### src/rtl/imm_gen_stage.sv
// ---------------------------------------------------------------------------------------------
// imm_gen_stage
//
// Decodes the immediate field of a 32-bit RISC-V instruction word according to an externally
// supplied format select. The result goes through a two-entry valid/ready pipeline stage made
// of an output register and a skid register.
//
// The immediate is decoded combinationally on the input side, so both entries hold final
// values. in_ready and out_valid come only from the state register. Neither has a
// combinational path from out_ready or in_valid.
//
// Parameters
//   XLEN   datapath width (32 or 64)
//   TAG_W  width of the sideband tag carried unchanged with each beat
//
// Ports
//   clk        clock, all state changes on the rising edge
//   rst_n      synchronous active-low reset; has priority over flush and accept
//   flush      synchronous discard of all held beats; has priority over accept
//   in_valid   upstream beat valid
//   in_ready   stage can take a beat (low only when the skid entry is occupied)
//   in_inst    raw instruction word
//   in_fmt     format: 0=I 1=S 2=B 3=U 4=J 5=ZIMM 6=SHAMT 7=NONE
//   in_tag     sideband tag
//   out_valid  output beat valid
//   out_ready  downstream accepts the output beat
//   out_imm    decoded immediate, XLEN bits
//   out_tag    tag of the output beat
// ---------------------------------------------------------------------------------------------
module imm_gen_stage #(
    parameter int unsigned XLEN  = 32,
    parameter int unsigned TAG_W = 8
) (
    input  logic             clk,
    input  logic             rst_n,
    input  logic             flush,
    input  logic             in_valid,
    output logic             in_ready,
    input  logic [31:0]      in_inst,
    input  logic [2:0]       in_fmt,
    input  logic [TAG_W-1:0] in_tag,
    output logic             out_valid,
    input  logic             out_ready,
    output logic [XLEN-1:0]  out_imm,
    output logic [TAG_W-1:0] out_tag
);

    localparam logic [2:0] FmtI     = 3'd0;
    localparam logic [2:0] FmtS     = 3'd1;
    localparam logic [2:0] FmtB     = 3'd2;
    localparam logic [2:0] FmtU     = 3'd3;
    localparam logic [2:0] FmtJ     = 3'd4;
    localparam logic [2:0] FmtZimm  = 3'd5;
    localparam logic [2:0] FmtShamt = 3'd6;

    // EMPTY: nothing held. ONE: output entry valid. FULL: output and skid entries valid.
    typedef enum logic [1:0] {
        StEmpty,
        StOne,
        StFull
    } state_e;

    state_e           state_q, state_d;
    logic [XLEN-1:0]  out_imm_q, out_imm_d;
    logic [TAG_W-1:0] out_tag_q, out_tag_d;
    logic [XLEN-1:0]  skid_imm_q, skid_imm_d;
    logic [TAG_W-1:0] skid_tag_q, skid_tag_d;

    logic [31:0]      imm32;
    logic [XLEN-1:0]  dec_imm;
    logic             accept;
    logic             consume;

    // The opcode field never contributes to an immediate.
    logic unused_opcode;
    assign unused_opcode = ^in_inst[6:0];

    // -----------------------------------------------------------------------------------------
    // Decode
    // -----------------------------------------------------------------------------------------
    // Every format is first formed as a 32-bit value that is already sign-extended where
    // needed. ZIMM, SHAMT and NONE always have bit 31 clear. Because of that, one uniform
    // sign-extension from bit 31 gives the correct XLEN result for all eight formats.
    always_comb begin
        imm32 = '0;
        unique case (in_fmt)
            FmtI: begin
                imm32 = {{20{in_inst[31]}}, in_inst[31:20]};
            end
            FmtS: begin
                imm32 = {{20{in_inst[31]}}, in_inst[31:25], in_inst[11:7]};
            end
            FmtB: begin
                imm32 = {{19{in_inst[31]}}, in_inst[31], in_inst[7], in_inst[30:25],
                         in_inst[11:8], 1'b0};
            end
            FmtU: begin
                imm32 = {in_inst[31:12], 12'b0};
            end
            FmtJ: begin
                imm32 = {{11{in_inst[31]}}, in_inst[31], in_inst[19:12], in_inst[20],
                         in_inst[30:21], 1'b0};
            end
            FmtZimm: begin
                imm32 = {27'b0, in_inst[19:15]};
            end
            FmtShamt: begin
                // RV64 shift amounts use one more bit than RV32.
                if (XLEN > 32) begin
                    imm32 = {26'b0, in_inst[25:20]};
                end else begin
                    imm32 = {27'b0, in_inst[24:20]};
                end
            end
            default: begin
                imm32 = '0;
            end
        endcase
    end

    if (XLEN > 32) begin : g_sext
        assign dec_imm = {{(XLEN-32){imm32[31]}}, imm32};
    end else begin : g_nosext
        assign dec_imm = imm32[XLEN-1:0];
    end

    // -----------------------------------------------------------------------------------------
    // Handshake
    // -----------------------------------------------------------------------------------------
    // Both signals are decoded from the state register only.
    assign in_ready  = (state_q != StFull);
    assign out_valid = (state_q != StEmpty);
    assign out_imm   = out_imm_q;
    assign out_tag   = out_tag_q;

    assign accept  = in_valid & in_ready;
    assign consume = out_valid & out_ready;

    // -----------------------------------------------------------------------------------------
    // Next state and datapath
    // -----------------------------------------------------------------------------------------
    always_comb begin
        state_d    = state_q;
        out_imm_d  = out_imm_q;
        out_tag_d  = out_tag_q;
        skid_imm_d = skid_imm_q;
        skid_tag_d = skid_tag_q;

        if (flush) begin
            // Drop everything, including a beat accepted in this cycle.
            state_d = StEmpty;
        end else begin
            unique case (state_q)
                StEmpty: begin
                    if (accept) begin
                        state_d   = StOne;
                        out_imm_d = dec_imm;
                        out_tag_d = in_tag;
                    end
                end
                StOne: begin
                    if (accept && consume) begin
                        out_imm_d = dec_imm;
                        out_tag_d = in_tag;
                    end else if (accept) begin
                        // The output entry is stalled, so park the new beat in skid.
                        state_d    = StFull;
                        skid_imm_d = dec_imm;
                        skid_tag_d = in_tag;
                    end else if (consume) begin
                        state_d = StEmpty;
                    end
                end
                StFull: begin
                    // in_ready is low here, so the only possible event is a consume.
                    if (consume) begin
                        state_d   = StOne;
                        out_imm_d = skid_imm_q;
                        out_tag_d = skid_tag_q;
                    end
                end
                default: begin
                    state_d = StEmpty;
                end
            endcase
        end
    end

    always_ff @(posedge clk) begin
        if (!rst_n) begin
            state_q    <= StEmpty;
            out_imm_q  <= '0;
            out_tag_q  <= '0;
            skid_imm_q <= '0;
            skid_tag_q <= '0;
        end else begin
            state_q    <= state_d;
            out_imm_q  <= out_imm_d;
            out_tag_q  <= out_tag_d;
            skid_imm_q <= skid_imm_d;
            skid_tag_q <= skid_tag_d;
        end
    end

endmodule

### config.mk
export PLATFORM = sky130hd
export DESIGN_NAME = imm_gen_stage
export DESIGN_NICKNAME = d
export VERILOG_FILES = /design/src/rtl/imm_gen_stage.sv
export SDC_FILE = /design/constraint.sdc
export NUM_CORES = 1
export LEC_CHECK = 0
export CAP_MARGIN = 20
export CORE_MARGIN = 2
export CORE_UTILIZATION = 40
export DETAILED_ROUTE_END_ITERATION = 10
export PLACE_DENSITY = 0.78
export SLEW_MARGIN = 20
export SYNTH_ARGS = -nofsm -noshare
export SYNTH_HDL_FRONTEND = slang
export SYNTH_SLANG_ARGS = --single-unit
### constraint.sdc
create_clock -name clk -period 1.5 [get_ports clk]
set_input_delay 0.45 -clock clk [delete_from_list [all_inputs] [get_ports clk]]
set_output_delay 0.45 -clock clk [all_outputs]
set_load 0.05 [all_outputs]
# Word level (Yosys, flattened, before mapping)

Cells that the tools add are included.

Register bits: 82
Bits of input ports: 48
Output and inout port bits: 42
Word-level logic and storage cells: 48

Eq/ne operators: 14
Mux-type cells: 15
Bitwise logic cells: 5
Reductions and logical operators: 9

Operators by type and width:

| kind                                                             | number |
|---|---|
| 32-bit one-hot mux with 7 select lines                           | 1 |
| 32-bit 2-to-1 mux                                                | 3 |
| 32-bit one-hot mux with 3 select lines                           | 1 |
| 8-bit 2-to-1 mux                                                 | 3 |
| 8-bit one-hot mux with 3 select lines                            | 1 |
| 2-bit 2-to-1 mux                                                 | 5 |
| 2-bit != test (second input constant)                            | 5 |
| 3-bit == test (second input constant)                            | 3 |
| 4-bit AND reduction                                              | 2 |
| 3-bit by 2-bit == test with 1-bit output (second input constant) | 2 |
| 2-bit one-hot mux with 3 select lines                            | 1 |
| 5-bit AND reduction                                              | 1 |
| 3-bit by 1-bit == test with 1-bit output (second input constant) | 1 |
| 3-bit zero test                                                  | 1 |
| 3-bit != test (second input constant)                            | 1 |
| 1-bit NOT                                                        | 3 |
| 3-bit nonzero test                                               | 1 |
| 1-bit AND                                                        | 2 |
| 2-bit by 1-bit == test with 1-bit output (second input constant) | 1 |
| 2-bit == test (second input constant)                            | 1 |
| 2-bit zero test                                                  | 1 |
| 2-bit nonzero test                                               | 1 |
| 2-bit OR reduction                                               | 1 |
| 1-bit logical AND                                                | 1 |

# Logic depth before layout (Yosys ltp)

Word-level depth: 6
Gate-level depth with buffers: 6
Depth with buffers taken out: 5

# Least setup slack after synthesis

Ideal clock, no wire load.

Path kind: input -> register
Start: in in_fmt[1]
End: reg out_imm_q[15] (netlist: out_imm[15])
Library setup time: 0.116 ns
Arrival time: 1.468 ns
Data required time: 1.384 ns
Slack: -0.084 ns
Stages on the path: 6
Path buffers: 2
Path through: buf_2 > buf_4 > and4b_1 > nor4_2 > a211oi_1 > a31o_2

Longest elaborated chain between the ends: 4
Elaborated cells on any way between the ends: 11
Those cells by class: eq/ne: 6; mux: 4; reduce/logical: 1

Ends and longest elaborated chain:

| item                                        | line     | RTL |
|---|---|---|
| start, declared                             | 40       | `input logic [2:0] in_fmt,` |
| 3-bit == test (tied with other cells)       | 86       | `unique case (in_fmt)` |
| 32-bit one-hot mux with 7 select lines (*)  | 86       |  |
| 32-bit 2-to-1 mux, on equally long branches | 162, 155 |  |
| 32-bit one-hot mux with 3 select lines (*)  | 153      | `unique case (state_q)` |
| end signal, assigned                        | 198      | `out_imm_q <= out_imm_d;` |
| end, declared                               | 64       | `logic [XLEN-1:0] out_imm_q, out_imm_d;` |

Mark *: on every way between the ends. The rest lies on a longest branch, timed or not. The select of a mux whose other input is x is not followed.
A chain may end at the register's enable or synchronous reset.

# Worst setup path in the final report

Start: reg state_q[1]
End: reg skid_imm_q[25]

Longest elaborated chain between the ends: 5
Elaborated cells on any way between the ends: 8
Those cells by class: eq/ne: 2; bitwise: 3; reduce/logical: 3

Ends and longest elaborated chain:

| item                                                | line     | RTL |
|---|---|---|
| start, declared                                     | 63       | `state_e state_q, state_d;` |
| start signal, assigned                              | 191      | `state_q <= StEmpty;` |
| start signal, assigned                              | 197      | `state_q <= state_d;` |
| 2-bit != test or 2-bit nonzero test (tied branches) | 131, 132 |  |
| 1-bit AND, on equally long branches                 | 136, 137 |  |
| 1-bit logical AND                                   | 162      | `if (accept && consume) begin` |
| 1-bit NOT (no source line)                          | -        |  |
| 4-bit AND reduction (no source line) (*)            | -        |  |
| end signal, assigned                                | 200      | `skid_imm_q <= skid_imm_d;` |
| end, declared                                       | 66       | `logic [XLEN-1:0] skid_imm_q, skid_imm_d;` |

Mark *: on every way between the ends. The rest lies on a longest branch, timed or not.

==> flow_metrics.env <==
export IMPL_min_to="skid_tag_q[3]"
export IMPL_overflow=0
export IMPL_rrSetupSlack_ns=-0.35
export IMPL_fin_cells=761
export IMPL_synth_seq_cells=82
export IMPL_synth_nets=496
export IMPL_numClockSinks=82
export IMPL_rsz0062_at_grt="yes"
export IMPL_first_iter_violations=539
export IMPL_rr_worst_depth=9
export IMPL_finalHoldViolCount=0
export IMPL_seq_area_frac_synth_pct=41.3
export IMPL_syn_avg_cell_area_um2=8.87
export IMPL_final_cell_mix="dfxtp_1 (80), buf_12 (65), buf_4 (65)"
export IMPL_slew_limit_headroom_pct=68.4
export IMPL_cp_start_kind="flip-flop"
export IMPL_fin_crit_sh_pct=123
export IMPL_fmax_mhz=541
export IMPL_grt_pass1_wl_mm=28.3
export IMPL_root_buffer="clkbuf_8"
export IMPL_max_stage_delay_ns=0.36
export IMPL_r2r_end="skid_imm_q[25]"
export IMPL_tightest_slew_ns=0.474
export IMPL_start_util_pct=40.8
export IMPL_yosys_warnings=0
export IMPL_worstPathArrival_ns=2.14
export IMPL_yosysTopAreaCellShare_pct=41.3
export IMPL_reg2reg_from="state_q[1]"
export IMPL_whs_ns=0.486
export IMPL_crit_required_ns=1.79
export IMPL_power_density_mw_per_mm2=780
export IMPL_die_h_um=104
export IMPL_hp_start="skid_tag_q[3]"
export IMPL_min_period_ns=1.85
export IMPL_fin_area_mm2=0.00759
export IMPL_yosysUniqueCellTypes=59
export IMPL_first_pass_iters=7
export IMPL_maxCapViolCount=0
export IMPL_ys_async_sr_fraction_pct=0
export IMPL_fin_nets=671
export IMPL_critical_path_class="flip-flop to flip-flop"
export IMPL_num_antenna_cells=0
export IMPL_maxSlewViolCount=0
export IMPL_peakVddDrop_uv=488
export IMPL_fp_dieArea_mm2=0.0107
export IMPL_cts_tree="yes"
export IMPL_wl_per_cell_um=27.7
export IMPL_final_common_cell="dfxtp_1"
export IMPL_setup_violations_final=84
export IMPL_antenna_found_initial=0
export IMPL_grt_pass1_vias=5012
export IMPL_routed_wl_mm=21.1
export IMPL_grt_max_degree=27
export IMPL_status="finished, violations left"
export IMPL_nFillCells=529
export IMPL_cp_slowest_cell="dfxtp_4"
export IMPL_pin_count=90
export IMPL_netlist_instances=448
export IMPL_path_max_fanout=6
export IMPL_crit_top_cell="buf_6"
export IMPL_vias=5128
export IMPL_die_w_um=104
export IMPL_core_mm2=0.00973
export IMPL_cp_end_kind="flip-flop"
export IMPL_cts_max_level=3
export IMPL_clkSlewWorstSetupHoldPaths_ns=0.09
export IMPL_synth_area_mm2=0.00397
export IMPL_routabilityCongestion=0.882
export IMPL_p_total_w=0.00592
export IMPL_area_growth_pct=91.0
export IMPL_synth_top_area_cell="dfxtp_1"
export IMPL_clock_skew_ns=0.0181
export IMPL_numPortBuffers=82
export IMPL_drc=0
export IMPL_ant_nets=0
export IMPL_hold_depth=2
export IMPL_crit_chain="buf_6 -> nand2b_4 -> buf_6 -> nor3_4 -> buf_6 -> buf_12 -> buf_16 -> o21ai_2 -> a31oi_2"
export IMPL_hpwl_mm=8.20
export IMPL_ys_flop_type="dfxtp_1"
export IMPL_synthTopCellsByArea="dfxtp_1 (41%), nand2_1 (5.9%), o211a_1 (4.3%)"
export IMPL_numCtsBuffers=9
export IMPL_core_rowCount=36
export IMPL_cts_hold_buffers_added=0
export IMPL_synth_edf_count=0
export IMPL_drive_gt1_share_pct=51.6
export IMPL_leakagePower_nw=3.06
export IMPL_clk_latency_ns=0.39
export IMPL_place_area_mm2=0.00584
export IMPL_grtUsageTotal_pct=33.7
export IMPL_min_path_type="flip-flop to flip-flop"
export IMPL_placed_cells=692
export IMPL_dp_slack_ns=-0.765
export IMPL_violations="negative setup slack"
export IMPL_clockBufferDepth=2
export IMPL_avgViaCountPerCell=6.74
export IMPL_finalWorstSetupSlack_ns=-0.350
-- registers in the layout, indices dropped and copies added, names as in the netlist --
name        cells
skid_tag_q      8
out_imm        32
skid_imm_q     32
out_tag         8
state_q         2
-- cell families (layout without fill, tap and decap cells) --
| family | Yosys count | count (layout) | synth area share (%) |
|---|---|---|---|
| xor gates and xnor gates | 1 | 1 | 0.220 |
| muxes | 2 | 2 | 0.661 |
| DFF | 82 | 82 | 41.3 |
| adders and majority gates | 1 | 1 | 0.283 |
| buffers and inverters | 48 | 228 | 6.52 |
| AOI/OAI and AO/OA | 171 | 171 | 32.3 |
| and+or+nand+nor | 143 | 143 | 18.7 |
-- how the worst max path moves through the flow --
stage	startpoint	endpoint	slack, ns	cells after the start
3_3_place_gp	in_fmt[0]	skid_imm_q[8]	-0.65	6
6_report	state_q[1]	skid_imm_q[25]	-0.35	9
4_1_cts	state_q[0]	in_ready	-0.22	4
5_1_grt	state_q[1]	skid_imm_q[25]	-0.38	9
3_5_place_dp	in_fmt[0]	skid_imm_q[7]	-0.77	6
2_1_floorplan	in_fmt[0]	out_imm[1]	-0.02	6
-- layout make-up --
type	instances	area [µm²]	share of cell area, %
clock inverter	7	80.1	1.06
clock buffer	9	124	1.63
tap	133	166	2.19
multi-input combinational	318	2750	36.2
sequential	82	1650	21.7
inverter	3	16.3	0.214
timing repair buffer	209	2810	37.0
-- cell usage after synthesis (3+ instances only) --
cell type / count
a21boi_1: 13
clkbuf_1: 17
nor4bb_1: 3
a21boi_0: 8
dfxtp_1: 82
a221oi_1: 6
o211ai_1: 12
nand2_1: 62
a31o_2: 3
nor2b_1: 10
buf_2: 17
a221o_1: 12
a22o_1: 4
nand3_1: 31
a22oi_1: 5
and4b_1: 4
o221ai_1: 4
nor2_1: 17
a211oi_1: 4
a21oi_1: 13
a32o_1: 6
o211a_1: 17
a222oi_1: 4
o21ai_0: 32
buf_6: 3
buf_4: 5
a31oi_1: 19
-- through the flow --
stage / utilization (%) / setup TNS [ns]
2_1_floorplan: - / -0.0857
3_3_place_gp: 60.0 / -47.82
3_5_place_dp: 60.0 / -51.54
4_1_cts: 72.8 / -6.34
5_1_grt: 78.0 / -16.67
6_report: 78.0 / -14.63
-- critical path, delay by kind of cell (launching register included) --
family                 cells  cell delay (ns)
DFF                        1             0.36
AOI/OAI and AO/OA          2             0.33
and+or+nand+nor            2             0.36
buffers and inverters      5             0.70
-- per-layer routing --
layer / vias up / wire length (µm) / track usage, %
li1: 2045 / - / -
met1: 2428 / 7210 / 37.5
met2: 483 / 9910 / 57.4
met3: 172 / 2240 / 7.49
met4: 0 / 1690 / 23.3
met5: - / 0 / 0
-- power by group --
part	total [W]	switching, W	internal, W
Sequential	0.00236	0.000101	0.00226
Combinational	0.00177	0.000905	0.000868
Clock	0.00179	0.000995	0.000797
-- what timing repair did --
item	CTS	global route
setup endpoints to repair	83	83
gates cloned	15	4
resized for setup	126	136
setup buffers	28	12
pin swaps	35	59
No activity file was read; power rests on OpenSTA's default activity.
